`config.mk`:
```
export PLATFORM = sky130hd
export DESIGN_NAME = regfile_read_sched_flat
export DESIGN_NICKNAME = d
export VERILOG_FILES = /design/src/rtl/regfile_read_sched_if.sv /design/src/rtl/regfile_read_sched.sv /design/src/flat_wrapper.sv
export SDC_FILE = /design/constraint.sdc
export NUM_CORES = 1
export LEC_CHECK = 0
export ABC_AREA = 1
export ABC_CLOCK_PERIOD_IN_PS = 3300
export BUFFER_PORTS_ARGS = -buffer_cell sky130_fd_sc_hd__buf_2
export CAP_MARGIN = 20
export CORE_UTILIZATION = 40
export CTS_CLUSTER_SIZE = 12
export DETAILED_ROUTE_END_ITERATION = 16
export PLACE_DENSITY = 0.69
export SLEW_MARGIN = 20
export SYNTH_ARGS = -nofsm -noshare
export SYNTH_HDL_FRONTEND = slang
export SYNTH_SLANG_ARGS = --single-unit
export TNS_END_PERCENT = 10
```
`constraint.sdc`:
```
create_clock -name clk -period 3.3 [get_ports clk]
set_clock_uncertainty 0.2 [all_clocks]
set_input_delay 0.66 -clock clk [delete_from_list [all_inputs] [get_ports clk]]
set_output_delay 0.66 -clock clk [all_outputs]
set_load 0.02 [all_outputs]
```
`src/rtl/regfile_read_sched_if.sv`:
```
// Register-file read scheduler bus.
// Groups the request/grant handshake, the read-mux select/data pair, the
// write-forward port and the tagged response into one bundle.
//   slave  : the scheduler (takes requests, drives grants/select/response)
//   master : requesters plus the register file (drive requests, mux data, writes)
interface regfile_read_sched_if #(
  parameter int NUM_REQ = 3,
  parameter int DATA_W  = 32,
  parameter int ADDR_W  = 5
);
  logic [NUM_REQ-1:0]        req_valid;
  logic [NUM_REQ*ADDR_W-1:0] req_addr;
  logic [NUM_REQ-1:0]        req_ready;
  logic [ADDR_W-1:0]         mux_select;
  logic [DATA_W-1:0]         mux_out;
  logic                      wr_en;
  logic [ADDR_W-1:0]         wr_addr;
  logic [DATA_W-1:0]         wr_data;
  logic [NUM_REQ-1:0]        rsp_valid;
  logic [DATA_W-1:0]         rsp_data;

  modport slave (
    input  req_valid, req_addr, mux_out, wr_en, wr_addr, wr_data,
    output req_ready, mux_select, rsp_valid, rsp_data
  );

  modport master (
    output req_valid, req_addr, mux_out, wr_en, wr_addr, wr_data,
    input  req_ready, mux_select, rsp_valid, rsp_data
  );
endinterface

```
`src/rtl/regfile_read_sched.sv`:
```
// Round-robin scheduler for the register file's single read mux.
// One read is accepted per cycle; the accepted index is registered onto
// mux_select, the mux output (or a same-cycle write, or zero for r0) is
// captured one cycle later, and a one-hot tagged response appears two
// cycles after acceptance.
// Ports:
//   clk   : rising-edge clock
//   rst_n : asynchronous active-low reset
//   bus   : regfile_read_sched_if.slave (requests, grants, mux select/data,
//           write-forward port, tagged response)
module regfile_read_sched #(
  parameter int NUM_REQ  = 3,
  parameter int DATA_W   = 32,
  parameter int ADDR_W   = 5,
  parameter bit ZERO_REG = 1'b1
) (
  input logic                 clk,
  input logic                 rst_n,
  regfile_read_sched_if.slave bus
);
  localparam int PTR_W = (NUM_REQ > 1) ? $clog2(NUM_REQ) : 1;

  logic [PTR_W-1:0]   ptr_q, ptr_d;
  logic [ADDR_W-1:0]  mux_select_q, mux_select_d;
  logic               s1_v_q, s1_v_d;
  logic [PTR_W-1:0]   s1_id_q, s1_id_d;
  logic [NUM_REQ-1:0] rsp_valid_q, rsp_valid_d;
  logic [DATA_W-1:0]  rsp_data_q, rsp_data_d;

  logic               found;
  logic [PTR_W-1:0]   gnt_idx;
  logic [PTR_W-1:0]   cand;
  logic [NUM_REQ-1:0] grant;
  logic [DATA_W-1:0]  s2_data;

  // Search ptr, ptr+1, ... modulo NUM_REQ for the first valid requester.
  // Grants are forced off while reset is asserted.
  always_comb begin
    found   = 1'b0;
    gnt_idx = '0;
    cand    = '0;
    for (int k = 0; k < NUM_REQ; k++) begin
      cand = PTR_W'((int'(ptr_q) + k) % NUM_REQ);
      if (!found && bus.req_valid[cand]) begin
        found   = 1'b1;
        gnt_idx = cand;
      end
    end
    if (!rst_n) found = 1'b0;
  end

  assign grant         = found ? (NUM_REQ'(1) << gnt_idx) : '0;
  assign bus.req_ready = grant;

  // Zero register wins over forwarding, so a write to r0 is never forwarded.
  always_comb begin
    if (ZERO_REG && (mux_select_q == '0))
      s2_data = '0;
    else if (bus.wr_en && (bus.wr_addr == mux_select_q))
      s2_data = bus.wr_data;
    else
      s2_data = bus.mux_out;
  end

  always_comb begin
    ptr_d        = ptr_q;
    mux_select_d = mux_select_q;
    s1_v_d       = 1'b0;
    s1_id_d      = s1_id_q;
    rsp_valid_d  = '0;
    rsp_data_d   = rsp_data_q;
    if (found) begin
      ptr_d        = (gnt_idx == PTR_W'(NUM_REQ - 1)) ? '0 : gnt_idx + 1'b1;
      mux_select_d = bus.req_addr[gnt_idx*ADDR_W +: ADDR_W];
      s1_v_d       = 1'b1;
      s1_id_d      = gnt_idx;
    end
    if (s1_v_q) begin
      rsp_valid_d = NUM_REQ'(1) << s1_id_q;
      rsp_data_d  = s2_data;
    end
  end

  always_ff @(posedge clk or negedge rst_n) begin
    if (!rst_n) begin
      ptr_q        <= '0;
      mux_select_q <= '0;
      s1_v_q       <= 1'b0;
      s1_id_q      <= '0;
      rsp_valid_q  <= '0;
      rsp_data_q   <= '0;
    end else begin
      ptr_q        <= ptr_d;
      mux_select_q <= mux_select_d;
      s1_v_q       <= s1_v_d;
      s1_id_q      <= s1_id_d;
      rsp_valid_q  <= rsp_valid_d;
      rsp_data_q   <= rsp_data_d;
    end
  end

  assign bus.mux_select = mux_select_q;
  assign bus.rsp_valid  = rsp_valid_q;
  assign bus.rsp_data   = rsp_data_q;
endmodule

```
`src/flat_wrapper.sv`:
```
// flat-port wrapper written by rule: the top's interface ports become plain ports
module regfile_read_sched_flat 
#(
  parameter int NUM_REQ  = 3,
  parameter int DATA_W   = 32,
  parameter int ADDR_W   = 5,
  parameter bit ZERO_REG = 1'b1
)
  (clk, rst_n, bus_req_valid, bus_req_addr, bus_mux_out, bus_wr_en, bus_wr_addr, bus_wr_data, bus_req_ready, bus_mux_select, bus_rsp_valid, bus_rsp_data);
  regfile_read_sched_if #(.NUM_REQ(NUM_REQ), .DATA_W(DATA_W), .ADDR_W(ADDR_W)) bus_i ();
  input logic clk;
  input logic rst_n;
  input wire logic [$bits(bus_i.req_valid)-1:0] bus_req_valid;
  input wire logic [$bits(bus_i.req_addr)-1:0] bus_req_addr;
  input wire logic [$bits(bus_i.mux_out)-1:0] bus_mux_out;
  input wire logic [$bits(bus_i.wr_en)-1:0] bus_wr_en;
  input wire logic [$bits(bus_i.wr_addr)-1:0] bus_wr_addr;
  input wire logic [$bits(bus_i.wr_data)-1:0] bus_wr_data;
  output wire logic [$bits(bus_i.req_ready)-1:0] bus_req_ready;
  output wire logic [$bits(bus_i.mux_select)-1:0] bus_mux_select;
  output wire logic [$bits(bus_i.rsp_valid)-1:0] bus_rsp_valid;
  output wire logic [$bits(bus_i.rsp_data)-1:0] bus_rsp_data;
  assign bus_i.req_valid = bus_req_valid;
  assign bus_i.req_addr = bus_req_addr;
  assign bus_i.mux_out = bus_mux_out;
  assign bus_i.wr_en = bus_wr_en;
  assign bus_i.wr_addr = bus_wr_addr;
  assign bus_i.wr_data = bus_wr_data;
  assign bus_req_ready = bus_i.req_ready;
  assign bus_mux_select = bus_i.mux_select;
  assign bus_rsp_valid = bus_i.rsp_valid;
  assign bus_rsp_data = bus_i.rsp_data;
  regfile_read_sched #(.NUM_REQ(NUM_REQ), .DATA_W(DATA_W), .ADDR_W(ADDR_W), .ZERO_REG(ZERO_REG)) u_core (.clk(clk), .rst_n(rst_n), .bus(bus_i));
endmodule
```
==> impl_metrics.env, run 1 <==
export IMPL_edff_count_synth=0
export IMPL_synth_cells_most_frequent="95 x nand2_1, 65 x nor2_1, 45 x dfrtp_1, 33 x inv_1, 29 x o21ai_0"
export IMPL_clk_path_buf_depth=2
export IMPL_mappedNetlistArea_sq_mm=0.00252
export IMPL_dieHeight_um=81.5
export IMPL_synth_adder_area_share=0.0198
export IMPL_drv_cap=0
export IMPL_yosysUniqueCellTypes=29
export IMPL_synth_top_family_by_area="simple AND/OR/NAND/NOR gates"
export IMPL_place_detailed_instances=541
export IMPL_detail_route_wirelength_um=6560
export IMPL_drt_antenna_violating_nets=0
export IMPL_ys_warnings_count=0
export IMPL_postSynthAreaPerCell_sq_um=7.38
export IMPL_ys_ff_latch=45
export IMPL_rsz_0062_raised_after_global_routing="no"
export IMPL_overall_die_area_sq_mm=0.00663
export IMPL_power_frac_seq=0.308
export IMPL_numPortBuffers=132
export IMPL_vias=2555
export IMPL_first_pass_grt_wire_length_um=9890
export IMPL_cts_tree="yes"
export IMPL_place_congestion=0.879
export IMPL_routedWlPerCell_um=11.9
export IMPL_final_critical_path_setup_slack_ns=0.195
export IMPL_die_width_um=81.5
export IMPL_yosys_area_share_simple=0.311
export IMPL_combined_area_of_the_multi_input_logic_cells_sq_mm=0.00122
export IMPL_timing_final_crit_period_ns=3.10
export IMPL_seq_area_frac_synth=0.446
export IMPL_internal_power_mw=1.61
export IMPL_finalSetupViolations=0
export IMPL_register_area_sq_mm=0.00113
export IMPL_final_nets=567
export IMPL_met1_track_usage_gr=0.238
export IMPL_max_slew_margin_rel=0.463
export IMPL_pwr_density_cell_mw_per_mm2=940
export IMPL_fin_area_sq_mm=0.00337
export IMPL_post_synth_inst_count=342
export IMPL_yosysTopAreaCellShare=0.446
export IMPL_power_static_leakage_nw=1.97
export IMPL_p_switching_mw=1.55
export IMPL_clock_root_buffer="clkbuf_8"
export IMPL_first_global_vias=2195
export IMPL_finish_cell_count_without_fillers=549
export IMPL_power_clock_fraction=0.103
export IMPL_hold_viol=0
export IMPL_critPathMaxFanout=8
export IMPL_netlist_top_cell_by_area="dfrtp_1"
export IMPL_crit_type="reg2out"
export IMPL_clock_fmax_ghz=0.322
export IMPL_clk_latency_ns=0.29
export IMPL_worst_slew_pin_slew_ns=0.805
export IMPL_post_route_cells_drive_above_1_share=0.359
export IMPL_grt_ovfl_total=0
export IMPL_htree_num_levels=2
export IMPL_filler_cell_count=580
export IMPL_cp_data_arrival_time_ns=2.24
export IMPL_grt_start_max_net_pins=46
export IMPL_ir_drop_mv=0.447
export IMPL_setup_tns_ns=0
export IMPL_core_area_sq_mm=0.00599
export IMPL_cts_clk_slew_worst_paths_ns=0.08
export IMPL_layout_area_overhead_vs_synth_pct=33.3
export IMPL_top_level_ports=133
export IMPL_drc=0
export IMPL_synth_async_sr_flop_share=1.00
export IMPL_swShare=0.491
export IMPL_synthMostInstantiatedCell="nand2_1"
export IMPL_gr_usage_all_layers=0.195
export IMPL_dp_hpwl_um=5080
export IMPL_numClockSinks=45
export IMPL_place_area_sq_mm=0.00326
export IMPL_yosys_top_cells_area="dfrtp_1 45%, nand2_1 14%, nor2_1 9.7%"
export IMPL_detailedPlace_worstSlack_ns=0.382
export IMPL_num_rows=28
export IMPL_whs_ns=0.269
export IMPL_yosys_most_used_dff="dfrtp_1"
export IMPL_critical_path_required_ns=2.44
export IMPL_status="finished clean"
export IMPL_firstDrtPassIters=6
export IMPL_global_route_peak_usage_layer="met2"
export IMPL_report_final_slew_viol_count=0
export IMPL_met2_usage=0.347
export IMPL_synth_xor_area_frac=0.00694
export IMPL_grt_met3_usage=0.0478
export IMPL_route_detailed_vias_per_inst=4.65
export IMPL_synth_area_mux_share=0
export IMPL_report_power_total_mw=3.16
export IMPL_endpoint_kind="output port"
export IMPL_hold_path_class="reg2reg"
export IMPL_setup_worst_path_start_class="register"
export IMPL_fin_crit_sh=0.941
export IMPL_postLayoutCoreUtil=0.562
export IMPL_part_of_the_power_in_combinational_logic=0.588
export IMPL_synth_compound_area_frac=0.135
export IMPL_cts_hold_buffers=0
export IMPL_start_util=0.421
export IMPL_cts_buffers=5
export IMPL_dr_first_iter_drc_count=53
export IMPL_cts_setup_buffers=0
export IMPL_antenna_cells=0
export IMPL_synth_net_count=436
export IMPL_antenna_found_initial=1
## critical path, stage by stage, from the launching register on
cell     delay (ns)
dfrtp_1        0.43
inv_1          0.12
ha_1           0.29
inv_2          0.07
nand2_2        0.07
nand3_2        0.09
nand2_4        0.12
nand2_2        0.07
o21ai_4        0.26
inv_4          0.10
nand2_4        0.13
inv_1          0.05
buf_2          0.15
## final cells by class
cell class / count / area share
clock buffer: 7 / 0.0227
multi-input combinational: 246 / 0.363
tap: 75 / 0.0279
inverter: 39 / 0.0442
timing repair buffer: 136 / 0.205
clock inverter: 1 / 0.00223
sequential: 45 / 0.335
## path summary, 6_finish.rpt
check	start	to	slack, ns	cells past startpoint
setup / recovery	u_core.ptr_q[1]	bus_req_ready[2]	0.20	12
hold / removal	u_core.s1_id_q[1]	u_core.bus.rsp_valid[1]	0.27	1
setup reg to reg	u_core.ptr_q[1]	u_core.bus.mux_select[0]	1.09	13
hold reg to reg	u_core.s1_id_q[1]	u_core.bus.rsp_valid[1]	0.27	1
max in group asynchronous	rst_n	u_core.bus.rsp_data[27]	2.21	2
min in group asynchronous	rst_n	u_core.bus.rsp_valid[0]	0.31	2
## metal layers
metal,share of wire,vias up
li1,-,1327
met1,0.42,1120
met2,0.49,98
met3,0.085,8
met4,0.0081,2
met5,0.0020,-
## layout by cell type, fill, tap and decap left out, drive strengths merged, types with 2 or more instances in the layout
| master | instances |
|---|---|
| a21oi | 3 |
| buf | 136 |
| clkbuf | 7 |
| dfrtp | 45 |
| ha | 4 |
| inv | 38 |
| nand2 | 102 |
| nand3 | 10 |
| nor2 | 67 |
| nor3 | 4 |
| o211ai | 5 |
| o21ai | 42 |
| o22ai | 2 |
| xor2 | 2 |
## flip-flops by register name, indices dropped and copies added, names as in the netlist
| name | count |
|---|---|
| u_core.s1_v_q | 1 |
| u_core.s1_id_q | 2 |
| u_core.bus.rsp_valid | 3 |
| u_core.ptr_q | 2 |
| u_core.bus.rsp_data | 32 |
| u_core.bus.mux_select | 5 |
## kinds of logic after synthesis
family                     count (synthesis)
adders and majority gates                  4
buffers and inverters                     51
AOI/OAI and AO/OA                         55
and+or+nand+nor                          185
DFF                                       45
xor gates and xnor gates                   2
## what timing repair did
| action | 4_1_cts | 5_1_grt |
|---|---|---|
| endpoints found under the hold margin | 0 | 0 |
| setup endpoints to repair | 0 | 2 |
| resized for setup | 0 | 3 |
## power groups by stage
stage	Sequential [mW]	Clock (mW)	Combinational, mW
floorplan	1.25	0	1.01
global placement	0.973	0	1.81
detailed placement	0.980	0	1.85
CTS	0.974	0.348	1.85
global route	1.01	0.367	2.08
finish	0.976	0.327	1.86
Power figures use the tool's default switching activity.
==> run 2: changes to the inputs <==
- PLACE_DENSITY: 0.69 -> unset
- PLACE_DENSITY_LB_ADDON: unset -> 0.08
==> impl_metrics.env, run 2 (synthesis gave the netlist of run 1 again) <==
export IMPL_status="finished clean"
export IMPL_postLayoutCoreUtil=0.565
export IMPL_hold_path_class="reg2reg"
export IMPL_power_clock_fraction=0.109
export IMPL_regToRegSetupSlack_ns=1.13
export IMPL_fin_area_sq_mm=0.00338
export IMPL_hold_viol=0
export IMPL_critical_path_top_delay_family="simple AND/OR/NAND/NOR gates"
export IMPL_crit_chain="inv_1, ha_4, inv_2, nand3_1, nand2_1, nand3_2, inv_2, nand2_1, nand2_4, nor2_4, inv_1, a21oi_1, buf_2"
export IMPL_numPortBuffers=132
export IMPL_swShare=0.488
export IMPL_layout_area_overhead_vs_synth_pct=33.9
export IMPL_start_util=0.421
export IMPL_dp_hpwl_um=4740
export IMPL_p_switching_mw=1.55
export IMPL_timing_critical_path_buf_inv=5
export IMPL_detail_route_wirelength_um=6360
export IMPL_endpoint_kind="output port"
export IMPL_num_rows=28
export IMPL_grt_start_max_net_pins=46
export IMPL_met2_usage=0.343
export IMPL_critPathMaxFanout=5
export IMPL_drt_antenna_violating_nets=0
export IMPL_crit_path_top_delay_cell="dfrtp_1"
export IMPL_routedWlPerCell_um=11.6
export IMPL_route_detailed_vias_per_inst=4.67
export IMPL_die_width_um=81.5
export IMPL_post_route_cells_drive_above_1_share=0.365
export IMPL_clock_root_buffer="clkbuf_8"
export IMPL_place_congestion=0.836
export IMPL_dr_first_iter_drc_count=71
export IMPL_ir_drop_mv=0.661
export IMPL_final_cell_mix="132 x buf_2, 95 x nand2_1, 65 x nor2_1"
export IMPL_internal_power_mw=1.63
export IMPL_cp_data_arrival_time_ns=2.27
export IMPL_setup_tns_ns=0
export IMPL_drc=0
export IMPL_overall_die_area_sq_mm=0.00663
export IMPL_critical_path_required_ns=2.44
export IMPL_layout_commonest_cell="buf_2"
export IMPL_fin_crit_sh=0.947
export IMPL_clock_fmax_ghz=0.320
export IMPL_rsz_0062_raised_after_global_routing="no"
export IMPL_cts_hold_buffers=0
export IMPL_power_frac_seq=0.306
export IMPL_pwr_density_cell_mw_per_mm2=941
export IMPL_setup_worst_path_start_class="register"
export IMPL_numClockSinks=45
export IMPL_part_of_the_power_in_combinational_logic=0.585
export IMPL_finalSetupViolations=0
export IMPL_grt_ovfl_total=0
export IMPL_top_level_ports=133
export IMPL_antenna_found_initial=0
export IMPL_power_static_leakage_nw=1.98
export IMPL_cts_clk_slew_worst_paths_ns=0.09
export IMPL_htree_num_levels=2
export IMPL_global_route_peak_usage_layer="met2"
export IMPL_core_area_sq_mm=0.00599
export IMPL_gr_usage_all_layers=0.194
export IMPL_firstDrtPassIters=5
export IMPL_grt_met3_usage=0.0356
export IMPL_timing_final_crit_period_ns=3.13
export IMPL_worst_slew_pin_slew_ns=0.567
export IMPL_clk_path_buf_depth=2
export IMPL_final_nets=568
export IMPL_place_detailed_instances=542
export IMPL_place_area_sq_mm=0.00327
export IMPL_first_pass_grt_wire_length_um=9900
export IMPL_antenna_cells=0
export IMPL_max_slew_margin_rel=0.622
export IMPL_first_global_vias=2228
export IMPL_crit_type="reg2out"
export IMPL_dieHeight_um=81.5
export IMPL_clk_latency_ns=0.29
export IMPL_worst_path_largest_cell_delay_ns=0.39
export IMPL_vias=2565
export IMPL_cts_buffers=5
export IMPL_finish_cell_count_without_fillers=549
export IMPL_met1_track_usage_gr=0.238
export IMPL_report_final_slew_viol_count=0
export IMPL_drv_cap=0
export IMPL_largest_register_ffs=32
export IMPL_cts_tree="yes"
## run 2: power by group through the flow
stage                     sequential (mW)  combinational [mW]  clock, mW
after floorplan                      1.25                1.01          0
after global placement              0.972                1.82          0
after detailed placement            0.979                1.85          0
after CTS                           0.971                1.85      0.360
after global routing                 1.01                2.08      0.376
final                               0.973                1.86      0.347
## run 2: through the flow
| step | hold slack (ns) | setup WS (ns) | power (mW) |
|---|---|---|---|
| 5_1_grt | 0.276 | 0.00829 | 3.47 |
| 4_1_cts | 0.254 | 0.0233 | 3.18 |
| 3_3_place_gp | 0.243 | 0.431 | 2.80 |
| 2_1_floorplan | 0.164 | 0.462 | 2.26 |
| 6_report | 0.252 | 0.173 | 3.18 |
| 3_5_place_dp | 0.259 | 0.355 | 2.83 |
## run 2: path summary, 6_finish.rpt
check	end	from	cells past startpoint
max reg2reg	u_core.bus.mux_select[3]	u_core.ptr_q[1]	13
min in group asynchronous	u_core.bus.rsp_data[1]	rst_n	2
max in group asynchronous	u_core.s1_id_q[0]	rst_n	2
min	u_core.bus.rsp_valid[0]	u_core.s1_id_q[0]	1
max	bus_req_ready[1]	u_core.ptr_q[0]	13
min reg2reg	u_core.bus.rsp_valid[0]	u_core.s1_id_q[0]	1
## run 2: cell type report
| class | count | area, sq um |
|---|---|---|
| multi-input combinational | 246 | 1220 |
| clock buffer | 6 | 82.6 |
| sequential | 45 | 1130 |
| timing repair buffer | 137 | 698 |
| tap | 75 | 93.8 |
| fill | 612 | 2610 |
| clock inverter | 1 | 7.51 |
| inverter | 39 | 149 |
## run 2: per-layer routing
metal | vias up | wire, um
li1 | 1330 | -
met3 | 10 | 382
met2 | 79 | 3090
met1 | 1146 | 2810
met4 | 0 | 78
met5 | - | 0
## run 2: timing repair
action | 4_1_cts | 5_1_grt
setup endpoints to repair | 0 | 2
hold endpoints to repair | 0 | 0
buffers inserted | 0 | 0
gates resized for setup | 0 | 4
==> run 3: changes to the inputs <==
- ABC_CLOCK_PERIOD_IN_PS: 3300 -> 3000
- CORE_MARGIN: unset -> 4
- clock period: 3.3 -> 3 ns (I/O delays scaled with it)
==> impl_metrics.env, run 3 (synthesis gave the netlist of run 1 again) <==
export IMPL_report_final_slew_viol_count=0
export IMPL_routedWlPerCell_um=12.3
export IMPL_clk_path_buf_depth=2
export IMPL_r2r_end="u_core.bus.rsp_data[30]"
export IMPL_critical_path_top_delay_family="flip-flops"
export IMPL_setup_worst_path_start_class="register"
export IMPL_detail_route_wirelength_um=6860
export IMPL_crit_type="reg2out"
export IMPL_antenna_cells=0
export IMPL_start_util=0.419
export IMPL_regToRegSetupSlack_ns=0.77
export IMPL_numClockSinks=45
export IMPL_drt_antenna_violating_nets=0
export IMPL_largest_register_ffs=32
export IMPL_firstDrtPassIters=4
export IMPL_hold_viol=0
export IMPL_hold_path_class="in2async"
export IMPL_cp_data_arrival_time_ns=2.11
export IMPL_antenna_found_initial=0
export IMPL_place_area_sq_mm=0.00328
export IMPL_power_static_leakage_nw=2.04
export IMPL_numPortBuffers=132
export IMPL_grt_start_max_net_pins=46
export IMPL_crit_chain="ha_4, inv_2, nand3_2, nand2_2, nor2_4, nand2_2, o21ai_4, inv_4, nand2_4, inv_1, buf_2"
export IMPL_rsz_0062_raised_after_global_routing="yes"
export IMPL_dr_first_iter_drc_count=59
export IMPL_cts_hold_buffers=0
export IMPL_combined_area_of_the_multi_input_logic_cells_sq_mm=0.00125
export IMPL_die_width_um=87.5
export IMPL_layout_area_overhead_vs_synth_pct=38.7
export IMPL_cts_tree="yes"
export IMPL_worst_path_stages=11
export IMPL_cts_buffers=5
export IMPL_first_pass_grt_wire_length_um=10900
export IMPL_final_critical_path_setup_slack_ns=0.0888
export IMPL_finalSetupViolations=0
export IMPL_final_nets=576
export IMPL_report_power_total_mw=3.73
export IMPL_worst_slew_pin_slew_ns=0.570
export IMPL_worst_path_largest_cell_delay_ns=0.44
export IMPL_grt_ovfl_total=0
export IMPL_cts_clk_slew_worst_paths_ns=0.08
export IMPL_postLayoutCoreUtil=0.581
export IMPL_ir_drop_mv=0.657
export IMPL_register_area_sq_mm=0.00113
export IMPL_clk_latency_ns=0.29
export IMPL_status="finished clean"
export IMPL_route_detailed_vias_per_inst=4.57
export IMPL_htree_num_levels=2
export IMPL_first_global_vias=2383
export IMPL_crit_path_top_delay_cell="dfrtp_1"
export IMPL_timing_critical_path_buf_inv=4
export IMPL_pwr_density_cell_mw_per_mm2=1070
export IMPL_fin_crit_sh=0.970
export IMPL_timing_rr_start="u_core.bus.mux_select[4]"
export IMPL_max_slew_margin_rel=0.620
export IMPL_drc=0
export IMPL_fin_area_sq_mm=0.00350
export IMPL_num_rows=28
export IMPL_dieHeight_um=87.5
export IMPL_critPathMaxFanout=8
export IMPL_vias=2552
export IMPL_detailedPlace_worstSlack_ns=0.107
export IMPL_final_cell_mix="130 x buf_2, 93 x nand2_1, 65 x nor2_1"
export IMPL_setup_worst_path_start="u_core.ptr_q[1]"
export IMPL_gr_usage_all_layers=0.179
export IMPL_endpoint_kind="output port"
export IMPL_core_area_sq_mm=0.00603
export IMPL_drv_cap=0
export IMPL_worst_path_most_repeated_cell="nand2_2"
export IMPL_critical_path_required_ns=2.20
export IMPL_filler_cell_count=586
export IMPL_top_level_ports=133
export IMPL_timing_final_crit_period_ns=2.91
export IMPL_dp_hpwl_um=5270
export IMPL_post_route_cells_drive_above_1_share=0.387
export IMPL_clock_fmax_ghz=0.343
export IMPL_place_congestion=0.852
export IMPL_worst_setup_path_endpoint="bus_req_ready[2]"
export IMPL_overall_die_area_sq_mm=0.00765
export IMPL_clock_root_buffer="clkbuf_8"
export IMPL_layout_commonest_cell="buf_2"
export IMPL_ff2ff_path_depth=8
run 3: cell count changes in the layout (fill, tap and decap cells not counted), sizes merged:
cell	change
clkbuf	+1
clkinvlp	-1
buf	+8
bufinv	+1
run 3: worst min-delay path by stage:
stage,to,slack [ns],cells past startpoint
4_1_cts,u_core.bus.rsp_valid[1],0.27,1
2_1_floorplan,u_core.bus.mux_select[0],0.10,0
5_1_grt,u_core.bus.rsp_valid[1],0.29,1
6_report,u_core.bus.rsp_data[26],0.26,2
3_3_place_gp,u_core.bus.rsp_valid[0],0.26,1
3_5_place_dp,u_core.bus.rsp_valid[1],0.25,1
run 3: area by class of cell:
cell class,instances,area share
well taps,75,0.0268
clock buffers,7,0.0247
multi-input cells,246,0.357
flip-flops and latches,45,0.322
clock inverters,1,0.00857
inverters,39,0.0425
repair buffers,145,0.219
run 3: report_power, final:
part           internal (mW)  switching (mW)  total, mW
Clock                  0.271           0.192      0.464
Sequential             0.893           0.176       1.07
Combinational          0.813            1.38       2.20
Total                   1.98            1.75       3.73
run 3: timing repair:
| action | CTS | global route |
|---|---|---|
| resized for setup | 7 | 8 |
| setup buffers | 3 | 4 |
| gates cloned | 0 | 0 |
| pin swaps | 1 | 6 |
| setup endpoints to repair | 3 | 3 |
run 3: worst reg2reg max path, stage by stage, from the launching register on:
cell,delay [ns]
dfrtp_1,0.45
xor2_1,0.17
nor2_1,0.18
nand3_1,0.41
buf_4,0.38
nor2_1,0.12
nor2_1,0.05
o21ai_0,0.09
nand2_1,0.07
run 3: metal layers:
layer,wire (um),GRT usage
met3,617,0.0482
met4,65,0.0432
met2,3240,0.294
met5,0,0
met1,2930,0.234
run 3: through the flow:
stage | hold slack (ns) | std cells | TNS [ns]
after floorplan | 0.104 | 342 | 0
after global placement | 0.257 | 543 | 0
after detailed placement | 0.254 | 543 | 0
after CTS | 0.271 | 554 | 0
after global routing | 0.289 | 558 | -0.0809
final | 0.258 | 558 | 0
